### config.mk
export PLATFORM = sky130hd
export DESIGN_NAME = im_loader
export DESIGN_NICKNAME = d
export VERILOG_FILES = /design/src/rtl/im_loader.sv
export SDC_FILE = /design/constraint.sdc
export NUM_CORES = 1
export LEC_CHECK = 0
export ABC_CLOCK_PERIOD_IN_PS = 3800
export CAP_MARGIN = 40
export CORE_UTILIZATION = 40
export DETAILED_ROUTE_END_ITERATION = 8
export PLACE_DENSITY_LB_ADDON = 0.05
export SKIP_CTS_REPAIR_TIMING = 1
export SLEW_MARGIN = 20
export SYNTH_ARGS = -nofsm -noshare
export SYNTH_HDL_FRONTEND = slang
export SYNTH_HIERARCHICAL = 1
export SYNTH_SLANG_ARGS = --single-unit
### constraint.sdc
create_clock -name clk -period 3.8 [get_ports clk]
set_input_delay 0.57 -clock clk [delete_from_list [all_inputs] [get_ports clk]]
set_output_delay 0.57 -clock clk [all_outputs]
set_load 0.1 [all_outputs]
### src/rtl/im_loader.sv
// Instruction-memory loader: assembles a little-endian byte stream into 32-bit
// words, writes them to consecutive word addresses and holds the CPU meanwhile.

module im_loader_checker (
    input logic clk,
    input logic rst,
    input logic we,
    input logic byte_ready,
    input logic busy,
    input logic done,
    input logic err,
    input logic cpu_hold
);

    a_we_single_cycle: assert property (@(posedge clk) disable iff (!rst)
        we |=> !we);

    a_no_ready_during_write: assert property (@(posedge clk) disable iff (!rst)
        we |-> !byte_ready);

    a_ready_only_when_busy: assert property (@(posedge clk) disable iff (!rst)
        byte_ready |-> busy);

    a_busy_holds_cpu: assert property (@(posedge clk) disable iff (!rst)
        busy |-> cpu_hold);

    a_done_releases_cpu: assert property (@(posedge clk) disable iff (!rst)
        done |-> (!cpu_hold && !busy && !err));

endmodule

module im_loader #(
    parameter int ADDR_W = 10
) (
    input  logic              clk,
    input  logic              rst,
    input  logic              start,
    input  logic [ADDR_W:0]   len_words,
    input  logic              byte_valid,
    input  logic [7:0]        byte_data,
    output logic              byte_ready,
    output logic              we,
    output logic [ADDR_W-1:0] waddr,
    output logic [31:0]       wdata,
    output logic              cpu_hold,
    output logic              busy,
    output logic              done,
    output logic              err
);

    typedef enum logic [1:0] {
        IDLE  = 2'd0,
        RECV  = 2'd1,
        WRITE = 2'd2,
        DONE  = 2'd3
    } state_t;

    // A legal length is 1 .. 2^ADDR_W words (top bit set only for exactly 2^ADDR_W).
    function automatic logic len_legal(input logic [ADDR_W:0] len);
        logic nonzero;
        logic in_range;
        nonzero  = (len != {(ADDR_W+1){1'b0}});
        in_range = (len[ADDR_W] == 1'b0) || (len[ADDR_W-1:0] == {ADDR_W{1'b0}});
        return nonzero && in_range;
    endfunction

    state_t            state_r;
    state_t            state_nxt_s;
    logic [ADDR_W:0]   len_r;
    logic [ADDR_W:0]   word_cnt_r;
    logic [1:0]        byte_cnt_r;
    logic [23:0]       asm_r;
    logic              byte_ready_r;
    logic              we_r;
    logic [ADDR_W-1:0] waddr_r;
    logic [31:0]       wdata_r;
    logic              cpu_hold_r;
    logic              busy_r;
    logic              done_r;
    logic              err_r;

    logic accept_s;
    logic start_ok_s;
    logic start_bad_s;
    logic last_word_s;

    assign accept_s    = byte_valid && byte_ready_r;
    assign start_ok_s  = start && len_legal(len_words);
    assign start_bad_s = start && !len_legal(len_words);
    assign last_word_s = ((word_cnt_r + {{ADDR_W{1'b0}}, 1'b1}) == len_r);

    // State register.
    always_ff @(posedge clk) begin
        if (!rst) begin
            state_r <= IDLE;
        end else begin
            state_r <= state_nxt_s;
        end
    end

    // Next-state logic; start is only honoured in IDLE and DONE.
    always_comb begin
        state_nxt_s = state_r;
        case (state_r)
            IDLE: begin
                if (start_ok_s) begin
                    state_nxt_s = RECV;
                end else begin
                    state_nxt_s = IDLE;
                end
            end
            RECV: begin
                if (accept_s && (byte_cnt_r == 2'd3)) begin
                    state_nxt_s = WRITE;
                end else begin
                    state_nxt_s = RECV;
                end
            end
            WRITE: begin
                if (last_word_s) begin
                    state_nxt_s = DONE;
                end else begin
                    state_nxt_s = RECV;
                end
            end
            DONE: begin
                if (start_ok_s) begin
                    state_nxt_s = RECV;
                end else if (start_bad_s) begin
                    state_nxt_s = IDLE;
                end else begin
                    state_nxt_s = DONE;
                end
            end
            default: begin
                state_nxt_s = IDLE;
            end
        endcase
    end

    // Length, counters, word assembly and the latched write address/data.
    always_ff @(posedge clk) begin
        if (!rst) begin
            len_r      <= {(ADDR_W+1){1'b0}};
            word_cnt_r <= {(ADDR_W+1){1'b0}};
            byte_cnt_r <= 2'd0;
            asm_r      <= 24'd0;
            waddr_r    <= {ADDR_W{1'b0}};
            wdata_r    <= 32'd0;
            err_r      <= 1'b0;
        end else begin
            case (state_r)
                IDLE, DONE: begin
                    if (start_ok_s) begin
                        len_r      <= len_words;
                        word_cnt_r <= {(ADDR_W+1){1'b0}};
                        byte_cnt_r <= 2'd0;
                        asm_r      <= 24'd0;
                        err_r      <= 1'b0;
                    end else if (start_bad_s) begin
                        err_r <= 1'b1;
                    end
                end
                RECV: begin
                    if (accept_s) begin
                        byte_cnt_r <= byte_cnt_r + 2'd1;
                        case (byte_cnt_r)
                            2'd0: asm_r[7:0]   <= byte_data;
                            2'd1: asm_r[15:8]  <= byte_data;
                            2'd2: asm_r[23:16] <= byte_data;
                            2'd3: begin
                                // Completed word is presented on the very next cycle.
                                wdata_r <= {byte_data, asm_r};
                                waddr_r <= word_cnt_r[ADDR_W-1:0];
                            end
                            default: asm_r <= asm_r;
                        endcase
                    end
                end
                WRITE: begin
                    if (!last_word_s) begin
                        word_cnt_r <= word_cnt_r + {{ADDR_W{1'b0}}, 1'b1};
                    end
                end
                default: begin
                    byte_cnt_r <= byte_cnt_r;
                end
            endcase
        end
    end

    // Status outputs are registered from the next state so they line up with it.
    always_ff @(posedge clk) begin
        if (!rst) begin
            byte_ready_r <= 1'b0;
            we_r         <= 1'b0;
            busy_r       <= 1'b0;
            done_r       <= 1'b0;
            cpu_hold_r   <= 1'b1;
        end else begin
            byte_ready_r <= (state_nxt_s == RECV);
            we_r         <= (state_nxt_s == WRITE);
            busy_r       <= (state_nxt_s == RECV) || (state_nxt_s == WRITE);
            done_r       <= (state_nxt_s == DONE);
            cpu_hold_r   <= (state_nxt_s != DONE);
        end
    end

    assign byte_ready = byte_ready_r;
    assign we         = we_r;
    assign waddr      = waddr_r;
    assign wdata      = wdata_r;
    assign cpu_hold   = cpu_hold_r;
    assign busy       = busy_r;
    assign done       = done_r;
    assign err        = err_r;

    im_loader_checker u_chk (
        .clk        (clk),
        .rst        (rst),
        .we         (we_r),
        .byte_ready (byte_ready_r),
        .busy       (busy_r),
        .done       (done_r),
        .err        (err_r),
        .cpu_hold   (cpu_hold_r)
    );

endmodule

Word-level counts from Yosys, hierarchy flattened
Cells that the tools add are included.
- register bits after elaboration: 98
- logic and storage cells: 79
- muxes and demuxes: 20
- add/sub/neg operators: 2
- equal/unequal tests: 17
- bitwise gates (word level): 1
- reductions and logical operators: 24
- operators with widths (operator ; number):
    two-way mux 24 bit ; 2
    case mux 24 bit (2 select lines) ; 1
    two-way mux 8 bit ; 3
    two-way mux 11 bit ; 2
    case mux 11 bit (2 select lines) ; 1
    == test 2 bit (second input constant) ; 6
    two-way mux 2 bit ; 6
    AND reduction 4 bit ; 3
    adder 11 x 1 -> 11 bit (second input constant) ; 1
    == test 11 bit ; 1
    nonzero test 11 bit ; 1
    zero test 10 bit ; 1
    AND reduction 3 bit ; 3
    != test 2 bit (second input constant) ; 4
    case mux 2 bit (4 select lines) ; 1
    == test 2 x 1 -> 1 bit (second input constant) ; 3
    != test 2 x 1 -> 1 bit (second input constant) ; 3
    nonzero test 2 bit ; 3
    logical AND 1 bit ; 5
    zero test 2 bit ; 2
    case mux 2 bit (2 select lines) ; 1
    AND reduction 2 bit ; 2
    two-way mux 1 bit ; 3
    adder 2 x 1 -> 2 bit (second input constant) ; 1
    other kinds (4) ; 5

Longest topological paths before layout
Gate-level depths: netlist (run 1).
- depth after elaboration: 10
- gate-level depth with buffers: 11
- mapped depth without buffers: 10

Worst setup path after synthesis (run 1)
OpenSTA, ideal clock, no wires.
- path kind: reg2reg
- start point: register word_cnt_r[0]
- end point: register busy_r (netlist: busy)
- period minus slack after synthesis: 2906 ps
- arrival time: 2791 ps
- path buffers: 2
- setup slack: 894 ps
- stages on the path, launching flop included: 11
- path through: dfxtp_1 -> clkbuf_2 -> nand2_4 -> nor4_1 -> mux2_2 -> a2111o_1 -> or4_4 -> buf_6 -> a21oi_4 -> ha_1 -> and2_1
- word-level cells in the longest chain between the ends: 6
- elaborated cells between the ends (all ways): 7
- RTL lines (what ; line ; source):
    from (decl) ; 70 ; logic [ADDR_W:0] word_cnt_r;
    from (signal assigned) ; 145 ; word_cnt_r <= {(ADDR_W+1){1'b0}};
    from (signal assigned) ; 156 ; word_cnt_r <= {(ADDR_W+1){1'b0}};
    from (signal assigned) ; 182 ; word_cnt_r <= word_cnt_r + {{ADDR_W{1'b0}}, 1'b1};
    adder 11 x 1 -> 11 bit (*) ; 90 ; assign last_word_s = ((word_cnt_r + {{ADDR_W{1'b0}}, 1'b1}) == len_r);
    == test 11 bit (*) ; 90 ;
    two-way mux 2 bit (*) ; 120 ; if (last_word_s) begin
    case mux 2 bit (4 select lines) (*) ; 104 ; case (state_r)
    == test 2 x 1 -> 1 bit or == test 2 bit (tied branches) ; 203 ; busy_r <= (state_nxt_s == RECV) || (state_nxt_s == WRITE);
    logical OR 1 bit (*) ; 203 ;
    to (signal assigned) ; 203 ;
    to (decl) ; 78 ; logic busy_r;
Every way passes the cells marked *; elsewhere a longest branch is shown, timed or not.
A chain may end at the register's enable or synchronous reset.

Worst setup path in the final report (run 1)
- start point: register word_cnt_r[2]
- end point: register word_cnt_r[5]
- word-level cells in the longest chain between the ends: 4
- elaborated cells between the ends (all ways): 6
- RTL lines (what ; line):
    adder 11 x 1 -> 11 bit (*) ; 90, 182
    == test 11 bit ; 90
    != test 2 bit (no line) ; n/a
    AND reduction 3 bit (no line) ; n/a
Every way passes the cells marked *; elsewhere a longest branch is shown, timed or not. The select of a mux whose other input is x is not followed.

==> results of run 1 <==
==> per-stage QoR <==
step	hold WS, ns	cell area (sq um)
floorplan	0.441	4480
global placement	0.452	5250
detailed placement	0.457	5980
CTS	0.460	6170
global route	0.489	6170
finish	0.462	6170
==> registers in the layout, indices dropped and copies added (netlist names) <==
name / count
asm_r: 24
busy: 1
byte_cnt_r: 2
byte_ready: 1
cpu_hold: 1
done: 1
err: 1
len_r: 11
state_r: 2
waddr: 10
wdata: 32
we: 1
word_cnt_r: 11
==> metal layers <==
metal / vias up / global-route usage / share of wire
li1: 1880 / - / -
met1: 1703 / 0.264 / 0.51
met2: 69 / 0.282 / 0.45
met3: 10 / 0.0248 / 0.032
met4: 0 / 0.0607 / 0.013
met5: - / 0 / 0
==> worst max-delay path: stages, from the launching register on <==
cell and delay [ns]:
dfxtp_1 0.55, nand3_2 0.17, nor4_1 0.38, mux2_2 0.39, a2111o_1 0.40, o41ai_1 0.76
buf_4 0.29, a31oi_1 0.06, o22ai_1 0.13
==> how the worst max path moves through the flow <==
stage / to / start / slack (ns)
2_1_floorplan: busy / word_cnt_r[0] / 0.89
3_3_place_gp: asm_r[2] / len_words[0] / 0.65
3_5_place_dp: asm_r[4] / len_words[0] / 0.61
4_1_cts: word_cnt_r[5] / word_cnt_r[2] / 0.63
5_1_grt: word_cnt_r[6] / word_cnt_r[2] / 0.38
6_report: word_cnt_r[5] / word_cnt_r[2] / 0.62
==> cell families (layout without fill, tap and decap cells) <==
logic type	Yosys count	in the layout
muxes	37	37
buffers and inverters	46	153
DFF	98	98
AOI/OAI and AO/OA	79	79
xor gates and xnor gates	16	16
adders and majority gates	12	12
and+or+nand+nor	216	216
==> cells in the final DEF (no fill, tap or decap), types with 12 or more instances in the layout <==
cell type,count
dfxtp_1,98
nand2_1,109
a21boi_0,43
ha_1,12
and2_1,16
clkdlybuf4s50_1,69
buf_8,47
mux2i_1,36
nor2b_1,36
==> layout make-up <==
cell class / count / share of cell area
Inverter: 12 / 0.00730
Multi-Input combinational cell: 360 / 0.374
Clock buffer: 9 / 0.0201
Sequential cell: 98 / 0.318
Tap cell: 140 / 0.0284
Clock inverter: 6 / 0.0109
Timing Repair Buffer: 126 / 0.241
==> power groups by stage <==
stage	sequential (mW)	clock, mW	combinational, mW
2_1_floorplan	1.08	0	0.0889
3_3_place_gp	1.07	0	0.156
3_5_place_dp	1.07	0	0.166
4_1_cts	1.05	0.694	0.166
5_1_grt	1.05	0.734	0.179
6_report	1.05	0.668	0.165
==> results.ini, run 1 <==
[die]
die_h_um = 108
core_area_sq_mm = 0.0109
ios = 71
die_area_sq_mm = 0.0116
start_util = 0.411
die_width_um = 108
rows = 38

[sta]
clock_skew_ns = 0.00878
finalHoldViolCount = 0
post-route-min-period_ns = 3.18
tightest_slew_ns = 0.840
setup_viol = 0
rsz0062_at_grt = no
fin_setup_tns_ns = 0
fmax_ghz = 0.314
post-route-period-util = 0.837
slew_headroom = 0.433
layout_setup_ws_ns = 0.618
report.final.slew_viol_count = 0

[logic_synthesis]
synth_compound_area_frac = 0.126
synth.most_common_cell = nand2_1
yosysTopAreaCell = dfxtp_1
netlist_area_sq_mm = 0.00448
synth_cell_types = 52
synth_seq_cells = 98
async_reset_ff_frac = 0
yosys_warnings = 6
synth_top_family_by_area = simple AND/OR/NAND/NOR gates
yosysSeqAreaShare = 0.438
syn_nets = 539
synthTopCellsByCount = 109 x nand2_1, 98 x dfxtp_1, 43 x a21boi_0
yosys-top-cells-area = dfxtp_1 44%, nand2_1 9.1%, mux2i_1 8.0%, a21boi_0 7.2%, nor2b_1 5.0%
synth_xor_area_frac = 0.0313
synth_fa_ha_area_frac = 0.0335
synth_top_cell_area_share = 0.438
synth_ff_type = dfxtp_1
avgSynthCellArea_sq_um = 8.88
synth-edff-count = 0
synth-simple-area-share = 0.242
netlist_instances = 504
synth_mux_area_frac = 0.0830

[job]
cap_viol_max_count = 0

[clock_tree]
htree_levels = 3
clk_latency_ns = 0.36
cts_buffer_depth = 2
cts_buffers = 9
root_buffer = clkbuf_8
cts_tree = done
clk_pin_slew_ns = 0.10
cts_sinks = 98

[critical_path]
cp-start-kind = flip-flop
rrSetupSlack_ns = 0.62
worstPathRequired_ns = 4.09
rr_worst_depth = 8
arrival_ns = 3.47
regToRegEndpoint = word_cnt_r[5]
worstSetupEndpointType = flip-flop
crit_type = flip-flop to flip-flop
crit_fanout = 9
r2r_start = word_cnt_r[2]

[pwr]
p_leak_nw = 2.34
p_comb_frac = 0.088
powerDensity_mw_per_mm2 = 305
switching_share = 0.245
switching_power_mw = 0.460
power_frac_clock = 0.355
power_mw = 1.88
power_frac_seq = 0.557
p_int_mw = 1.42
ir_drop_mv = 0.223

[grt]
grt_usage = 0.184
grt_max_degree = 89
grt_pass1_wl_um = 16800
grt_pass1_vias = 3485
grt_overflow = 0
antenna_found_initial = 0

[detailed_routing]
wl_per_cell_um = 13.2
drt-pass1-iter-count = 4
totalWireLength_um = 9930
vias = 3662
post-route-drc-count = 0
vias_per_cell = 4.88
ant_nets = 0
drt-initial-drc-count = 95

[cells_and_area]
layout.nets = 642
register_area_sq_mm = 0.00196
utilization = 0.567
area_delta_synth_final_pct = 37.9
diodes = 0
fin_cells = 751
multi_input_area_sq_mm = 0.00231
fill_cells = 957
final_layout_size_suffix_gt1_frac = 0.142

[placement]
gp_congestion = 0.832
portBuffers = 70
place_worst_setup_slack_ns = 0.608
dpl.cell_count = 736
dp_hpwl_um = 7110

[worst_hold_path]
min_path_type = flip-flop to flip-flop
hold_path_startpoint = asm_r[14]
min_to = wdata[14]
min_delay_path_depth = 2

[run_status]
status = finished, final reports clean

Note: power is estimated with default switching activity, not from simulation.
==> run 2: changes to the inputs <==
- ABC_CLOCK_PERIOD_IN_PS: 3800 -> 2600
- clock period: 3.8 -> 2.6 ns (I/O delays scaled with it)
==> run 2 against run 1 <==
Compared with the run above: cell count shrank 0.53%; first-iteration DRC count grew 24%; clock skew is essentially flat; register-to-register slack lost 0.56 ns; via count shrank 1.7%; highest routed layer unchanged; die area is the same; sequential share of layout area grew 2.3 points; final area shrank 6.1%; core utilization shrank 3.5 points.
==> results.ini, run 2 (synthesis gave the netlist of run 1 again) <==
[detailed_routing]
ant_nets = 0  ; unchanged
drt-initial-drc-count = 118  ; +24%
vias = 3601  ; -1.7%
vias_per_cell = 4.82  ; -1.1%
totalWireLength_um = 10200  ; +3.1%
post-route-drc-count = 0  ; unchanged
drt-pass1-iter-count = 4  ; unchanged
wl_per_cell_um = 13.7  ; +3.7%

[die]
core_area_sq_mm = 0.0109  ; unchanged
die_width_um = 108  ; unchanged
ios = 71  ; unchanged
die_h_um = 108  ; unchanged
die_area_sq_mm = 0.0116  ; unchanged
start_util = 0.411  ; unchanged
rows = 38  ; unchanged

[critical_path]
cp-start-kind = flip-flop
rrSetupSlack_ns = 0.05  ; -0.56 ns
crit_chain = ha_4, nand4_4, or2_4, o311a_1, or4_4, a21oi_4, ha_1, and2_1
worstSetupEndpointType = flip-flop
crit_type = flip-flop to flip-flop
rr_worst_depth = 8  ; unchanged
worst_path_largest_cell_delay_ns = 0.54  ; -0.22 ns
regToRegEndpoint = busy
r2r_start = word_cnt_r[0]
arrival_ns = 2.82  ; -0.65 ns
crit_slowest_cell = or4_4
crit_fanout = 5  ; -4
worstPathRequired_ns = 2.88  ; -1.21 ns

[sta]
tightest_slew_ns = 0.552  ; -0.288 ns
slew_headroom = 0.628  ; +0.195
rsz0062_at_grt = yes
post-route-min-period_ns = 2.55  ; -0.637 ns
fmax_ghz = 0.393  ; +25%
post-route-period-util = 0.979  ; +0.142
clock_skew_ns = 0.00833  ; -0.000451 ns
fin_setup_tns_ns = 0  ; unchanged
setup_viol = 0  ; unchanged
report.final.slew_viol_count = 0  ; unchanged
finalHoldViolCount = 0  ; unchanged

[placement]
dp_hpwl_um = 7370  ; +3.6%
portBuffers = 70  ; unchanged
gp_congestion = 0.829  ; -0.41%

[pwr]
p_leak_nw = 2.37  ; +1.3%
switching_power_mw = 0.700  ; +52%
power_mw = 2.93  ; +56%
p_int_mw = 2.23  ; +57%
power_frac_seq = 0.522  ; -0.035
powerDensity_mw_per_mm2 = 505  ; +66%
ir_drop_mv = 0.266  ; +19%
p_comb_frac = 0.092  ; +0.004
switching_share = 0.239  ; -0.00574
power_frac_clock = 0.387  ; +0.032

[run_status]
status = finished, final reports clean

[clock_tree]
cts_buffers = 9  ; unchanged
clk_pin_slew_ns = 0.09  ; about the same
cts_tree = done
cts_sinks = 98  ; unchanged
root_buffer = clkbuf_8
clk_latency_ns = 0.37  ; about the same
htree_levels = 3  ; unchanged
cts_buffer_depth = 2  ; unchanged

[worst_hold_path]
min_delay_path_depth = 2  ; unchanged
hold_path_startpoint = wdata[12]
min_to = wdata[12]
min_path_type = flip-flop to flip-flop

[cells_and_area]
largest_reg_flops = 32  ; unchanged
final_cell_mix = 109 x nand2_1, 96 x buf_4, 92 x dfxtp_1
final_layout_size_suffix_gt1_frac = 0.237  ; +0.0948
diodes = 0  ; unchanged
layout.nets = 637  ; -0.78%
area_delta_synth_final_pct = 29.5
layout_commonest_cell = nand2_1
utilization = 0.532  ; -0.0346

[grt]
antenna_found_initial = 0  ; unchanged
grt_pass1_vias = 3392  ; -2.7%
grt_pass1_wl_um = 16800  ; +0.37%
grt_usage = 0.188  ; +0.00428
grt_overflow = 0  ; unchanged
grt_max_degree = 57  ; -36%

[job]
cap_viol_max_count = 0  ; unchanged

==> run 2: changes by cell type in the layout (fill, tap and decap cells not counted), sizes merged <==
| cell | previous run | this run |
|---|---|---|
| buf | 57 | 100 |
| bufinv | 1 | 2 |
| clkbuf | 9 | 11 |
| clkdlybuf4s50 | 69 | 21 |
| clkinv | 2 | 1 |
| clkinvlp | 2 | 0 |
| inv | 13 | 14 |
==> run 2: final cells by class <==
| type | count | area, sq um |
|---|---|---|
| Timing Repair Buffer | 121 | 996 |
| Sequential cell | 98 | 1970 |
| Multi-Input combinational cell | 360 | 2380 |
| Fill cell | 1041 | 5090 |
| Clock buffer | 11 | 141 |
| Tap cell | 140 | 175 |
| Clock inverter | 5 | 85.1 |
| Inverter | 12 | 45.0 |
==> run 2: worst max path at each step <==
stage               slack, ns             to          start
finish                   0.05           busy  word_cnt_r[0]
global route            -0.03           busy  word_cnt_r[0]
CTS                    -0.001           busy  word_cnt_r[1]
detailed placement      -0.12  word_cnt_r[9]   len_words[6]
global placement        -0.09  word_cnt_r[8]   len_words[6]
floorplan             -0.0005           busy  word_cnt_r[4]
==> run 2: through the flow <==
step                      std cells  area [sq um]  worst slack, ns  hold slack, ns
after floorplan                 504          4550        -0.000460           0.441
final                           747          5800           0.0544           0.466
after CTS                       743          5730         -0.00125           0.468
after global placement          726          5500          -0.0881           0.449
after global routing            747          5800          -0.0306           0.487
after detailed placement        727          5510           -0.118           0.457
==> run 2: metal layers <==
layer | GRT usage | share of wire
met1 | 0.276 | 0.54
met2 | 0.267 | 0.41
met3 | 0.0321 | 0.033
met4 | 0.0793 | 0.017
met5 | 0 | 0
==> run 2: power by group through the flow <==
stage / clock network [mW] / logic [mW] / registers, mW
final: 1.13 / 0.268 / 1.53
after global routing: 1.23 / 0.291 / 1.53
after CTS: 1.17 / 0.266 / 1.53
after detailed placement: 0 / 0.265 / 1.56
after global placement: 0 / 0.261 / 1.56
after floorplan: 0 / 0.130 / 1.58
==> run 2: worst max-delay path: cells and delay by family (launching register included) <==
family	cells	cell delay [ns]
AO/OA/AOI/OAI	2	0.58
adder cells (fa/ha/maj)	2	0.40
AND/OR/NAND/NOR	4	1.09
flip-flops	1	0.39
